==> config.mk <==
export PLATFORM = sky130hd
export DESIGN_NAME = fifo_ctrl_flat
export DESIGN_NICKNAME = d
export VERILOG_FILES = /design/src/rtl/fifo_pkg.sv /design/src/rtl/fifo_ctrl_if.sv /design/src/rtl/fifo_ctrl.sv /design/src/flat_wrapper.sv
export SDC_FILE = /design/constraint.sdc
export NUM_CORES = 1
export LEC_CHECK = 0
export ABC_CLOCK_PERIOD_IN_PS = 3200
export BUFFER_PORTS_ARGS = -buffer_cell sky130_fd_sc_hd__buf_2
export CAP_MARGIN = 20
export CORE_MARGIN = 2
export CORE_UTILIZATION = 35
export CTS_CLUSTER_DIAMETER = 60
export DETAILED_ROUTE_END_ITERATION = 10
export PLACE_DENSITY = 0.65
export SYNTH_ARGS = -nofsm -noshare
export SYNTH_HDL_FRONTEND = slang
export SYNTH_SLANG_ARGS = --single-unit
==> constraint.sdc <==
create_clock -name clk -period 3.2 [get_ports clk]
set_input_delay 0.8 -clock clk [delete_from_list [all_inputs] [get_ports clk]]
set_output_delay 0.8 -clock clk [all_outputs]
set_load 0.05 [all_outputs]
==> src/rtl/fifo_pkg.sv <==
// Shared FIFO sizing: number of RAM entries and the matching RAM address type.
package fifo_pkg;
   localparam int VECTOR_SIZE = 8;
   typedef logic [$clog2(VECTOR_SIZE)-1:0] address_t;
endpackage

==> src/rtl/fifo_ctrl_if.sv <==
// Request/RAM-control/status bundle between the processor side and fifo_ctrl.
// Optional overflow/underflow flags exist only when FIFO_ERR_FLAGS_EN is defined.
interface fifo_ctrl_if #(
   parameter int AW = 3
);
   logic          push;
   logic          pop;
   logic          wr_en;
   logic          rd_en;
   logic [AW-1:0] count_push;
   logic [AW-1:0] count_pop;
   logic          full;
   logic          empty;
   logic [AW:0]   used;
   logic          data_valid;
   logic [1:0]    fsm_state;
`ifdef FIFO_ERR_FLAGS_EN
   logic          overflow;
   logic          underflow;
`endif

   // Handshake: push/pop are requests, wr_en/rd_en are the same-cycle accepts;
   // a request is taken exactly in a cycle where its enable is high.
`ifdef FIFO_ERR_FLAGS_EN
   modport master (
      output push, pop,
      input  wr_en, rd_en, count_push, count_pop, full, empty, used,
             data_valid, fsm_state, overflow, underflow
   );
   modport slave (
      input  push, pop,
      output wr_en, rd_en, count_push, count_pop, full, empty, used,
             data_valid, fsm_state, overflow, underflow
   );
`else
   modport master (
      output push, pop,
      input  wr_en, rd_en, count_push, count_pop, full, empty, used,
             data_valid, fsm_state
   );
   modport slave (
      input  push, pop,
      output wr_en, rd_en, count_push, count_pop, full, empty, used,
             data_valid, fsm_state
   );
`endif
endinterface

==> src/rtl/fifo_ctrl.sv <==
// FIFO pointer/flag controller driving a registered-read RAM; EMPTY/NORMAL/FULL FSM.
// Optional sticky overflow/underflow flags enabled by defining FIFO_ERR_FLAGS_EN.
module fifo_ctrl #(
   parameter int DEPTH = fifo_pkg::VECTOR_SIZE,
   parameter int AW    = $clog2(DEPTH)
) (
   input logic        clk,
   input logic        rst,
   fifo_ctrl_if.slave bus
);

   localparam logic [1:0] S_EMPTY  = 2'd0;
   localparam logic [1:0] S_NORMAL = 2'd1;
   localparam logic [1:0] S_FULL   = 2'd2;

   localparam logic [AW-1:0] PTR_LAST  = AW'(DEPTH - 1);
   localparam logic [AW:0]   USED_ONE  = (AW+1)'(1);
   localparam logic [AW:0]   USED_NEAR = (AW+1)'(DEPTH - 1);

   logic [1:0]    state;
   logic [AW-1:0] wr_ptr;
   logic [AW-1:0] rd_ptr;
   logic [AW:0]   used_q;
   logic          dv_q;
   logic          is_empty;
   logic          is_full;
   logic          wr_acc;
   logic          rd_acc;

   assign is_empty = (state == S_EMPTY);
   assign is_full  = (state == S_FULL);

   // Gating with rst keeps the RAM enables low for every reset cycle,
   // including the first one before the state register has been cleared.
   assign wr_acc = ~rst & bus.push & (~is_full | bus.pop);
   assign rd_acc = ~rst & bus.pop & ~is_empty;

   assign bus.wr_en      = wr_acc;
   assign bus.rd_en      = rd_acc;
   assign bus.count_push = wr_ptr;
   assign bus.count_pop  = rd_ptr;
   assign bus.full       = is_full;
   assign bus.empty      = is_empty;
   assign bus.used       = used_q;
   assign bus.data_valid = dv_q;
   assign bus.fsm_state  = state;

   always_ff @(posedge clk) begin
      if (rst) begin
         state  <= S_EMPTY;
         wr_ptr <= '0;
         rd_ptr <= '0;
         used_q <= '0;
         dv_q   <= 1'b0;
      end else begin
         if (wr_acc) wr_ptr <= (wr_ptr == PTR_LAST) ? '0 : wr_ptr + AW'(1);
         if (rd_acc) rd_ptr <= (rd_ptr == PTR_LAST) ? '0 : rd_ptr + AW'(1);

         if (wr_acc & ~rd_acc)      used_q <= used_q + (AW+1)'(1);
         else if (rd_acc & ~wr_acc) used_q <= used_q - (AW+1)'(1);

         // RAM read data is registered, so the strobe lags the accept by one edge.
         dv_q <= rd_acc;

         case (state)
            S_EMPTY:  if (wr_acc) state <= S_NORMAL;
            S_NORMAL: begin
               if ((used_q == USED_ONE) & rd_acc & ~wr_acc)       state <= S_EMPTY;
               else if ((used_q == USED_NEAR) & wr_acc & ~rd_acc) state <= S_FULL;
            end
            S_FULL:   if (rd_acc & ~wr_acc) state <= S_NORMAL;
            default:  state <= S_EMPTY;
         endcase
      end
   end

`ifdef FIFO_ERR_FLAGS_EN
   logic ovf_q;
   logic unf_q;

   always_ff @(posedge clk) begin
      if (rst) begin
         ovf_q <= 1'b0;
         unf_q <= 1'b0;
      end else begin
         if (bus.push & is_full & ~bus.pop) ovf_q <= 1'b1;
         if (bus.pop & is_empty)            unf_q <= 1'b1;
      end
   end

   assign bus.overflow  = ovf_q;
   assign bus.underflow = unf_q;
`endif

endmodule

==> src/flat_wrapper.sv <==
// flat-port wrapper written by rule: the top's interface ports become plain ports
module fifo_ctrl_flat 
#(
   parameter int DEPTH = fifo_pkg::VECTOR_SIZE,
   parameter int AW    = $clog2(DEPTH)
)
  (clk, rst, bus_push, bus_pop, bus_wr_en, bus_rd_en, bus_count_push, bus_count_pop, bus_full, bus_empty, bus_used, bus_data_valid, bus_fsm_state);
  fifo_ctrl_if #(.AW(AW)) bus_i ();
  input logic clk;
  input logic rst;
  input wire logic [$bits(bus_i.push)-1:0] bus_push;
  input wire logic [$bits(bus_i.pop)-1:0] bus_pop;
  output wire logic [$bits(bus_i.wr_en)-1:0] bus_wr_en;
  output wire logic [$bits(bus_i.rd_en)-1:0] bus_rd_en;
  output wire logic [$bits(bus_i.count_push)-1:0] bus_count_push;
  output wire logic [$bits(bus_i.count_pop)-1:0] bus_count_pop;
  output wire logic [$bits(bus_i.full)-1:0] bus_full;
  output wire logic [$bits(bus_i.empty)-1:0] bus_empty;
  output wire logic [$bits(bus_i.used)-1:0] bus_used;
  output wire logic [$bits(bus_i.data_valid)-1:0] bus_data_valid;
  output wire logic [$bits(bus_i.fsm_state)-1:0] bus_fsm_state;
  assign bus_i.push = bus_push;
  assign bus_i.pop = bus_pop;
  assign bus_wr_en = bus_i.wr_en;
  assign bus_rd_en = bus_i.rd_en;
  assign bus_count_push = bus_i.count_push;
  assign bus_count_pop = bus_i.count_pop;
  assign bus_full = bus_i.full;
  assign bus_empty = bus_i.empty;
  assign bus_used = bus_i.used;
  assign bus_data_valid = bus_i.data_valid;
  assign bus_fsm_state = bus_i.fsm_state;
  fifo_ctrl #(.DEPTH(DEPTH), .AW(AW)) u_core (.clk(clk), .rst(rst), .bus(bus_i));
endmodule
# Word-level counts from Yosys, hierarchy flattened
# Cells that the tools add are included.
word_totals:
  reg_bits: 13
  output_inout_bits: 17
op_classes:
  add_sub_neg: 4
  n_bitwise: 16
  eq_ne: 9
  n_mux: 9
  reduce_logical: 3
op_table:
  columns: ["operator", "count"]
  rows:
  - ["1-bit bitwise AND", 10]
  - ["2-bit 2-to-1 mux", 4]
  - ["4-bit 2-to-1 mux", 2]
  - ["3-bit by 1-bit adder with 3-bit output, second input constant", 2]
  - ["3-bit == test, second input constant", 2]
  - ["3-bit 2-to-1 mux", 2]
  - ["2-bit case mux with 3 select lines", 1]
  - ["1-bit inverter", 5]
  - ["4-bit by 1-bit adder with 4-bit output, second input constant", 1]
  - ["4-bit by 1-bit == test with 1-bit output, second input constant", 1]
  - ["4-bit by 3-bit == test with 1-bit output, second input constant", 1]
  - ["2-bit != test, second input constant", 2]
  - ["4-bit by 1-bit subtractor with 4-bit output, second input constant", 1]
  - ["3-bit by 1-bit != test with 1-bit output, second input constant", 1]
  - ["3-bit AND reduction", 1]
  - ["2-bit by 1-bit == test with 1-bit output, second input constant", 1]
  - ["2-bit == test, second input constant", 1]
  - ["2-bit logical NOT", 1]
  - ["2-bit nonzero test", 1]
  - ["1-bit OR", 1]

# Depth between registers and ports, before layout
# Gate-level depths: netlist (run 1).
logic_depth:
  ltp_word: 9
  depth_mapped: 10

# Least setup slack after synthesis (run 1)
# Ideal clock, no wire load.
synth_timing:
  kind: "register to register"
  from: "register u_core.state[1], in the netlist u_core.bus.fsm_state[1]"
  to: "register u_core.used_q[3], in the netlist u_core.bus.used[3]"
  t_arrival_ns: 2.574
  period_less_slack_ns: 2.690
  path_buffers: 1
  setup_slack_ns: 0.510
  path_stages_with_launch: 10
  setup_time_ns: 0.115
  required_ns: 3.085
  cell_sequence: "dfxtp_1 inv_2 o311ai_2 buf_4 inv_1 ha_1 or4_1 a21oi_2 xnor2_1 nor2_1"
synth_via:
  elab_chain_len: 7
synth_rtl:
  columns: ["item", "line_no", "source"]
  rows:
  - ["start, declared", "fifo_ctrl.sv:20", "logic [1:0] state;"]
  - ["start signal, assigned", "fifo_ctrl.sv:50", "state <= S_EMPTY;"]
  - ["start signal, assigned", "fifo_ctrl.sv:66", "S_EMPTY: if (wr_acc) state <= S_NORMAL;"]
  - ["start signal, assigned", "fifo_ctrl.sv:68", "if ((used_q == USED_ONE) & rd_acc & ~wr_acc) state <= S_EMPTY;"]
  - ["2-bit == test (*)", "fifo_ctrl.sv:31", "assign is_full = (state == S_FULL);"]
  - ["1-bit inverter (*)", "fifo_ctrl.sv:35", "assign wr_acc = ~rst & bus.push & (~is_full | bus.pop);"]
  - ["1-bit OR (*)", "fifo_ctrl.sv:35", null]
  - ["1-bit bitwise AND (*)", "fifo_ctrl.sv:35", null]
  - ["via bus_wr_en", "flat_wrapper.sv:13", "output wire logic [$bits(bus_i.wr_en)-1:0] bus_wr_en;"]
  - ["1-bit inverter", "fifo_ctrl.sv:60", "else if (rd_acc & ~wr_acc) used_q <= used_q - (AW+1)'(1);"]
  - ["1-bit bitwise AND", "fifo_ctrl.sv:60", null]
  - ["2-bit nonzero test (no line)", null, null]
  - ["end signal, assigned", "fifo_ctrl.sv:59", "if (wr_acc & ~rd_acc) used_q <= used_q + (AW+1)'(1);"]
  - ["end signal, assigned", "fifo_ctrl.sv:60", null]
  - ["end, declared", "fifo_ctrl.sv:23", "logic [AW:0] used_q;"]
# Mark *: on every way through the listed nets, which the timed path passes. The rest lies on a longest branch.
# A chain may end at the register's enable or synchronous reset.

# Worst setup path after layout (run 1)
layout_timing:
  from: "input port bus_pop"
  to: "output port bus_wr_en"
layout_via:
  elab_chain_len: 2
layout_rtl:
  columns: ["item", "line_no", "source"]
  rows:
  - ["start, declared", "flat_wrapper.sv:12", "input wire logic [$bits(bus_i.pop)-1:0] bus_pop;"]
  - ["1-bit OR", "fifo_ctrl.sv:35", null]
  - ["1-bit bitwise AND", "fifo_ctrl.sv:35", null]
  - ["end, declared", "flat_wrapper.sv:13", null]
# No other way between the ends.

==> results.tsv, run 1 <==
stage	metric	value	unit
synth	number of flops mapped to enable cells by yosys	0	
die	Initial Utilization	37.4	%
global_route	antenna violations before repair	0	
power_and_ir_drop	Design Power	418	uW
sta	Fin. Hold Viols	0	
drt	Detailed Route WL	1380	um
final_layout	ANT cells	0	
sta	Hold WS	484	ps
synth	syn nets	92	
worst_hold_path	Hold Path Class	reg2reg	
cts	CTS Buf Count	3	
synth	area share of the largest cell type after synthesis	35.1	%
critical_path	crit path from	bus_pop	
synth	Mapped Area	741	um2
drt	Routed wire per std cell	10.8	um
synth	Async S/R FF share, synth	0	%
cts	post-CTS setup buffer count	0	
sta	relative slew slack	49.5	%
critical_path	max incr delay on CP	630	ps
cts	Worst-Skew Late Latency	270	ps
final_layout	P&R area growth vs syn	19.1	%
critical_path	arrival time worst endpoint	1950	ps
synth	Seq/Total Area, Yosys	35.1	%
critical_path	CP dominant cell by count	buf_2	
critical_path	FF-to-FF End	u_core.bus.used[3]$_SDFFE_PP0P_	
synth	top cell types by occurrence after synthesis	dfxtp_1, ha_1, inv_1, nor2_1, a21oi_1	
critical_path	Worst Path Max Fanout	11	
die	Ports	21	
sta	Final period util	85.9	%
cts	Post-CTS Hold Buffers	0	
synth	Yosys Warn Count	0	
global_route	first-pass GRT wire length	2220	um
cts	clock-pin slew on the worst setup and hold paths	80	ps
cts	Longest Clk Path Bufs	2	
cts	CTS root buf	clkbuf_4	
synth	synth top area cells	dfxtp_1, ha_1, inv_1	
synth	Syn Inst Count	79	
sta	Setup Viol. Count Final	0	
final_layout	Net count, final	115	
cts	Clock Sinks	13	
synth	distinct cell type count after synthesis	32	
power_and_ir_drop	Peak supply drop	0.206	mV
critical_path	Crit. End Element	primary output	
die	core outline area	1980	um2
synth	Avg Inst Size Synth	9.38	um2
global_route	largest net degree at the start of global routing	12	
cts	H-tree Lvls	1	
die	Die W	50.0	um
drt	DR DRC count	0	
critical_path	worst path cell trace	buf_2 > o311ai_2 > inv_1 > buf_2	
drt	Pre-Repair DR Iteration Count	3	
critical_path	worst r2r path cells	8	
cts	CTS tree	done	
status	outcome	complete, no violations	
critical_path	Slowest cell on crit path	o311ai_2	
flow_run	Max-Cap Viols	0	
critical_path	WP data required	2400	ps
critical_path	Setup crit end	bus_wr_en	
power_and_ir_drop	PD cells	473	nW/um2
global_route	gr usage total	11.3	%
sta	TNS Setup	0	ps
global_route	number of global-route vias before repair	527	
drt	vias per cell	4.71	
synth	most frequent cell after synthesis	dfxtp_1	
die	die height	50.0	um
die	Die ar.	2500	um2
synth	#FFs+latches synth	13	
final_layout	Layout fillers	196	
critical_path	Reg-to-Reg Start	u_core.bus.fsm_state[1]$_SDFFE_PP0P_	
synth	Synth area leader	dfxtp_1	
sta	fin crit period	2750	ps
placement	RD Place Congestion	0.759	
sta	FMAX	0.364	GHz
drt	initial drt markers	1	
synth	Main synth FF type	dfxtp_1	
global_route	grt ovf	0	
cts	post-cts resize count	0	
die	row cnt	16	
sta	Max Slew Vio Count	0	
sta	Clock Skew	4.11	ps
sta	RSZ-0062 raised after global routing	no	
final_layout	layout cell share with drive strength beyond 1	30.7	%
sta	slew at the pin with the worst max-slew slack	757	ps
placement	# port buffers	20	
power_and_ir_drop	cell leakage power	0.434	nW
drt	via count	603	
critical_path	Worst setup SP type	input pin	
placement	Final HPWL DP	1070	um
drt	Final ANT Viol Nets	0	
critical_path	WS Path Type	in2out	
critical_path	FF-to-FF setup slack	640	ps
stage by stage:
step	cell area [um2]	setup slack (ps)	cells	util [%]
2_1_floorplan	741	510	79	-
3_3_place_gp	856	415	124	43.2
3_5_place_dp	856	294	124	43.2
4_1_cts	882	458	128	44.5
5_1_grt	882	364	128	44.5
6_report	882	450	128	44.5
flip-flops by register name (all words and copies together), names as in the netlist:
signal / cells
u_core.bus.data_valid: 1
u_core.bus.count_pop: 3
u_core.bus.used: 4
u_core.bus.count_push: 3
u_core.bus.fsm_state: 2
cell type report:
class | count | area (um2) | share of cell area, %
multi-input combinational | 54 | 419 | 47.5
tap | 27 | 33.8 | 3.83
sequential | 13 | 260 | 29.5
timing repair buffer | 21 | 108 | 12.2
clock buffer | 4 | 26.3 | 2.98
inverter | 9 | 35.0 | 3.97
worst min path at each step:
| stage | cells past startpoint | to | slack, ps | start |
|---|---|---|---|---|
| finish | 2 | u_core.bus.count_pop[2]$_SDFFE_PP0N_ | 480 | u_core.bus.count_pop[2]$_SDFFE_PP0N_ |
| global route | 2 | u_core.bus.count_pop[1]$_SDFFE_PP0N_ | 530 | u_core.bus.count_pop[1]$_SDFFE_PP0N_ |
| CTS | 2 | u_core.bus.count_pop[1]$_SDFFE_PP0N_ | 490 | u_core.bus.count_pop[1]$_SDFFE_PP0N_ |
| detailed placement | 2 | u_core.bus.count_pop[1]$_SDFFE_PP0N_ | 480 | u_core.bus.count_pop[1]$_SDFFE_PP0N_ |
| global placement | 2 | u_core.bus.count_pop[2]$_SDFFE_PP0N_ | 470 | u_core.bus.count_pop[2]$_SDFFE_PP0N_ |
| floorplan | 2 | u_core.bus.count_pop[2]$_SDFFE_PP0N_ | 680 | u_core.bus.count_pop[2]$_SDFFE_PP0N_ |
worst max-delay path: cells and delay by family:
kind | cells | cell delay [ps]
compound gates | 1 | 630
buf+inv | 3 | 520
metal layers:
layer  routed length, um  up-vias  track usage (%)  share of wire [%]
met5                   0        -                0                  0
met2                 625       11             17.8                 45
met1                 668      270             14.7                 49
met3                  71        2             3.94                5.2
li1                    -      320                -                  -
met4                  10        0             2.78               0.73
power breakdown:
| group | internal (mW) | total (mW) | switching [mW] |
|---|---|---|---|
| logic | 0.0377 | 0.127 | 0.0890 |
| registers | 0.174 | 0.190 | 0.0159 |
| clock network | 0.0481 | 0.101 | 0.0525 |
| total | 0.260 | 0.418 | 0.157 |
cells in the final DEF, fill, tap and decap left out, drive strengths merged, types with 2 or more instances in the layout:
| cell type | instances |
|---|---|
| nor3b | 3 |
| nand3b | 2 |
| dfxtp | 13 |
| o21ai | 4 |
| nand2b | 2 |
| nor2 | 8 |
| nand3 | 3 |
| nand2 | 2 |
| clkbuf | 4 |
| a21oi | 6 |
| buf | 21 |
| o41ai | 2 |
| xor2 | 2 |
| inv | 8 |
| ha | 9 |
cell families (layout without fill, tap and decap cells):
family          count (synthesis)  after routing  share of synthesized area (%)
simple gates                   23             23                           17.6
compound gates                 18             18                           18.9
buf+inv                        12             34                           8.28
flops                          13             13                           35.1
xor+xnor                        3              3                           3.55
fa+ha+maj                       9              9                           15.2
mux                             1              1                           1.35
Power figures use the tool's default switching activity.
==> run 2, diff against run 1 <==
Settings changed: ABC_CLOCK_PERIOD_IN_PS 3200 to 2200, PLACE_DENSITY 0.65 to 0.68.
Clock period 3.2 ns to 2.2 ns, I/O delays scaled along.
==> results.tsv, run 2 (synthesis gave the netlist of run 1 again) <==
stage	metric	value	unit
cts	CTS root buf	clkbuf_4	
critical_path	WS Path Type	reg2out	
critical_path	arrival time worst endpoint	1550	ps
final_layout	area occupied by multi-input gates	442	um2
drt	Pre-Repair DR Iteration Count	4	
drt	Final ANT Viol Nets	0	
die	Die W	50.0	um
final_layout	register area	265	um2
die	Ports	21	
sta	slew at the pin with the worst max-slew slack	311	ps
cts	CTS tree	done	
final_layout	final instance area	970	um2
cts	CTS Buf Count	3	
sta	Final period util	95.5	%
power_and_ir_drop	Peak supply drop	0.343	mV
cts	clock-pin slew on the worst setup and hold paths	80	ps
status	outcome	complete, no violations	
global_route	number of global-route vias before repair	630	
power_and_ir_drop	Design Power	629	uW
power_and_ir_drop	cell leakage power	0.465	nW
final_layout	Layout fillers	189	
drt	initial drt markers	3	
placement	Final HPWL DP	1210	um
critical_path	crit path from	u_core.bus.fsm_state[1]$_SDFFE_PP0P_	
placement	RD Place Congestion	0.811	
final_layout	commonest non-fill, non-tap cells in the layout	buf_2, dfxtp_1, ha_1, buf_4, nor2_1	
sta	Clock Skew	1.75	ps
drt	DR DRC count	0	
cts	Clock Sinks	13	
die	Die ar.	2500	um2
drt	Routed wire per std cell	12.0	um
die	core outline area	1980	um2
die	Initial Utilization	37.4	%
global_route	largest net degree at the start of global routing	12	
critical_path	Crit. End Element	primary output	
sta	fin crit period	2100	ps
drt	Detailed Route WL	1620	um
final_layout	P&R area growth vs syn	30.9	%
global_route	antenna violations before repair	0	
die	die height	50.0	um
final_layout	most common cell after layout, fill and taps aside	buf_2	
die	row cnt	16	
cts	Longest Clk Path Bufs	2	
placement	Cell Area, Placed	926	um2
sta	relative slew slack	79.1	%
global_route	gr usage total	14.6	%
sta	RSZ-0062 raised after global routing	no	
critical_path	WP data required	1650	ps
placement	# port buffers	20	
sta	Setup Viol. Count Final	0	
power_and_ir_drop	PD cells	648	nW/um2
critical_path	Worst setup SP type	register	
final_layout	max reg flops	4	
cts	Worst-Skew Late Latency	270	ps
worst_hold_path	Hold Startpoint	u_core.bus.count_pop[2]$_SDFFE_PP0N_	
global_route	first-pass GRT wire length	2830	um
final_layout	Net count, final	122	
cts	Post-CTS Hold Buffers	0	
final_layout	ANT cells	0	
cts	H-tree Lvls	1	
critical_path	Reg-to-Reg Start	u_core.bus.fsm_state[1]$_SDFFE_PP0P_	
flow_run	Max-Cap Viols	0	
sta	FMAX	0.476	GHz
global_route	grt ovf	0	
drt	via count	655	
critical_path	Worst Path Max Fanout	6	
drt	vias per cell	4.85	
worst_hold_path	Hold Path Class	reg2reg	
sta	Fin. Hold Viols	0	
final_layout	layout cell share with drive strength beyond 1	38.9	%
sta	Max Slew Vio Count	0	
-- run 2: changes by cell type in the layout (fill, tap and decap cells not counted), sizes merged --
cell      before  now
buf           21   28
clkinvlp       0    1
inv            8    7
-- run 2: metrics by stage --
stage                     util (%)  std cells  setup slack, ps  TNS (ps)  hold slack (ps)
after floorplan                  -         79             -192      -202              674
after global placement        46.7        130             8.69         0              465
after detailed placement      46.7        130            -52.0     -52.0              481
after CTS                     48.5        134             56.4         0              491
after global routing          48.9        135             23.9         0              534
final                         48.9        135             99.3         0              484
-- run 2: path summary, 6_finish.rpt --
| path | end | slack (ps) | cells after the start |
|---|---|---|---|
| worst min register to register | u_core.bus.count_pop[2]$_SDFFE_PP0N_ | 480 | 2 |
| worst min-delay path | u_core.bus.count_pop[2]$_SDFFE_PP0N_ | 480 | 2 |
| worst max register to register | u_core.bus.used[3]$_SDFFE_PP0P_ | 120 | 9 |
| worst max-delay path | bus_wr_en | 100 | 5 |
-- run 2: report_power, final --
group	leakage (nW)	internal, mW	switching, mW
sequential	0.107	0.253	0.0248
combinational	0.342	0.0647	0.135
clock	0.0150	0.0702	0.0813
-- run 2: cell type report --
type,instances,share of cell area [%]
inverters,9,4.39
multi-input cells,54,45.5
flip-flops and latches,13,27.4
well taps,27,3.48
clock buffers,4,2.71
repair buffers,28,16.5
-- run 2: repair_timing --
action / CTS / global route
buffers inserted: 0 / 1
setup endpoints to repair: 1 / 1
gates resized for setup: 1 / 0
-- run 2: critical path, cell delays in order, from the launching register on --
cell,delay (ps)
dfxtp_4,380
inv_2,70
o311ai_4,340
clkinvlp_4,150
buf_4,140
buf_2,200
-- run 2: metal layers --
layer  global-route usage [%]  wire length, um  part of all wire (%)  vias up
met3                     2.42               69                   4.3        2
met1                     18.8              767                    47      303
met4                     6.94               14                  0.86        0
met2                     23.5              770                    47       14
li1                         -                -                     -      336
met5                        0                0                     0        -
==> run 3, diff against run 2 <==
Settings changed: CORE_UTILIZATION 35 to 44, PLACE_DENSITY 0.68 to 0.8.
==> results.tsv, run 3 (synthesis gave the netlist of run 1 again) <==
stage	metric	value	unit
sta	Max Slew Vio Count	0	
final_layout	Net count, final	122	
global_route	grt ovf	0	
placement	Placed Cells	119	
die	Die ar.	2030	um2
cts	CTS root buf	clkbuf_4	
global_route	number of global-route vias before repair	611	
placement	Final HPWL DP	1240	um
placement	RD Place Congestion	0.774	
critical_path	Slowest cell on crit path	dfxtp_4	
drt	vias per cell	5.62	
final_layout	ANT cells	0	
critical_path	arrival time worst endpoint	1560	ps
sta	worst setup margin	89.5	ps
critical_path	Crit. End Element	primary output	
die	die height	45.0	um
drt	Routed wire per std cell	13.4	um
critical_path	max incr delay on CP	380	ps
sta	RSZ-0062 raised after global routing	no	
global_route	first-pass GRT wire length	2760	um
final_layout	Finished Layout Cells	124	
final_layout	most common cell after layout, fill and taps aside	buf_2	
final_layout	layout cell share with drive strength beyond 1	38.9	%
global_route	Global Route met2 Usage	29.1	%
sta	relative slew slack	77.5	%
die	Ports	21	
drt	Final ANT Viol Nets	0	
global_route	layer with the highest usage	met2	
placement	Cell Area, Placed	912	um2
global_route	antenna violations before repair	0	
cts	Longest Clk Path Bufs	2	
sta	Setup Viol. Count Final	0	
power_and_ir_drop	Peak supply drop	0.348	mV
critical_path	Top delay family on crit path	buffers and inverters	
final_layout	final instance area	956	um2
sta	Fin. Hold Viols	0	
sta	Clock Skew	3.36	ps
flow_run	Max-Cap Viols	0	
final_layout	Layout fillers	140	
cts	CTS tree	done	
critical_path	Worst setup SP type	register	
cts	H-tree Lvls	1	
placement	# port buffers	20	
critical_path	WS Path Type	reg2out	
sta	FMAX	0.474	GHz
critical_path	Worst Path Max Fanout	6	
final_layout	commonest non-fill, non-tap cells in the layout	buf_2, dfxtp_1, ha_1, buf_4, nor2_1	
global_route	largest net degree at the start of global routing	12	
die	Initial Utilization	48.1	%
final_layout	P&R area growth vs syn	29.1	%
power_and_ir_drop	PD cells	656	nW/um2
sta	fin crit period	2110	ps
drt	Detailed Route WL	1660	um
drt	via count	697	
global_route	GR Util met1	24.6	%
cts	Clock Sinks	13	
drt	DR DRC count	0	
cts	Post-CTS Hold Buffers	0	
drt	Pre-Repair DR Iteration Count	4	
power_and_ir_drop	Design Power	627	uW
sta	slew at the pin with the worst max-slew slack	335	ps
global_route	GRT met3 Usage	3.60	%
cts	Worst-Skew Late Latency	280	ps
die	Die W	45.0	um
die	core outline area	1540	um2
cts	CTS Buf Count	3	
critical_path	worst path cell trace	inv_2 > o311ai_4 > clkinvlp_4 > buf_4 > buf_2	
global_route	gr usage total	19.1	%
placement	pre-CTS setup slack	-37.5	ps
drt	initial drt markers	21	
worst_hold_path	Hold Path Class	reg2reg	
critical_path	WP data required	1650	ps
status	outcome	complete, no violations	
power_and_ir_drop	cell leakage power	0.465	nW
die	row cnt	14	
cts	clock-pin slew on the worst setup and hold paths	70	ps
sta	Final period util	95.9	%
final_layout	max reg flops	4	
critical_path	crit path buf inv count	4	
## run 3: cell counts in the layout (fill, tap and decap cells not counted)
Identical to the previous run, type by type.
## run 3: where the power goes
part / total (mW) / switching [mW] / internal, mW
sequential: 0.278 / 0.0252 / 0.253
combinational: 0.201 / 0.136 / 0.0649
clock: 0.148 / 0.0775 / 0.0704
total: 0.627 / 0.239 / 0.388
## run 3: what timing repair did
| action | 4_1_cts | 5_1_grt |
|---|---|---|
| resized for setup | 1 | 0 |
| setup endpoints to repair | 1 | 1 |
| buffers inserted | 0 | 1 |
## run 3: stage by stage
| step | setup TNS, ps | util (%) | hold WS, ps |
|---|---|---|---|
| 2_1_floorplan | -202 | - | 674 |
| 3_3_place_gp | 0 | 59.2 | 468 |
| 3_5_place_dp | -37.5 | 59.2 | 477 |
| 4_1_cts | 0 | 61.5 | 488 |
| 5_1_grt | 0 | 62.0 | 512 |
| 6_report | 0 | 62.0 | 483 |
## run 3: worst paths after layout
path                            depth (start not counted)  slack [ps]                            startpoint                                   end
worst max-delay path                                    5          90  u_core.bus.fsm_state[1]$_SDFFE_PP0P_                             bus_wr_en
worst min-delay path                                    2         480  u_core.bus.count_pop[2]$_SDFFE_PP0N_  u_core.bus.count_pop[2]$_SDFFE_PP0N_
worst max register to register                          9         140  u_core.bus.fsm_state[1]$_SDFFE_PP0P_       u_core.bus.used[3]$_SDFFE_PP0P_
worst min register to register                          2         480  u_core.bus.count_pop[2]$_SDFFE_PP0N_  u_core.bus.count_pop[2]$_SDFFE_PP0N_
## run 3: area by class of cell
| class | instances | area [um2] | share of cell area, % |
|---|---|---|---|
| timing repair buffer | 28 | 160 | 16.8 |
| clock buffer | 4 | 26.3 | 2.75 |
| multi-input combinational | 54 | 442 | 46.2 |
| sequential | 13 | 265 | 27.7 |
| inverter | 9 | 42.5 | 4.45 |
| tap | 16 | 20.0 | 2.09 |
## run 3: layer usage
metal	up-vias	wire (um)
met4	0	35
met5	-	0
li1	337	-
met3	5	86
met1	329	756
met2	26	784
## run 3: tightest hold or removal path, cell delays in order (launching register included)
cell     delay (ps)
dfxtp_1         330
nand2_1          50
o21ai_0          60
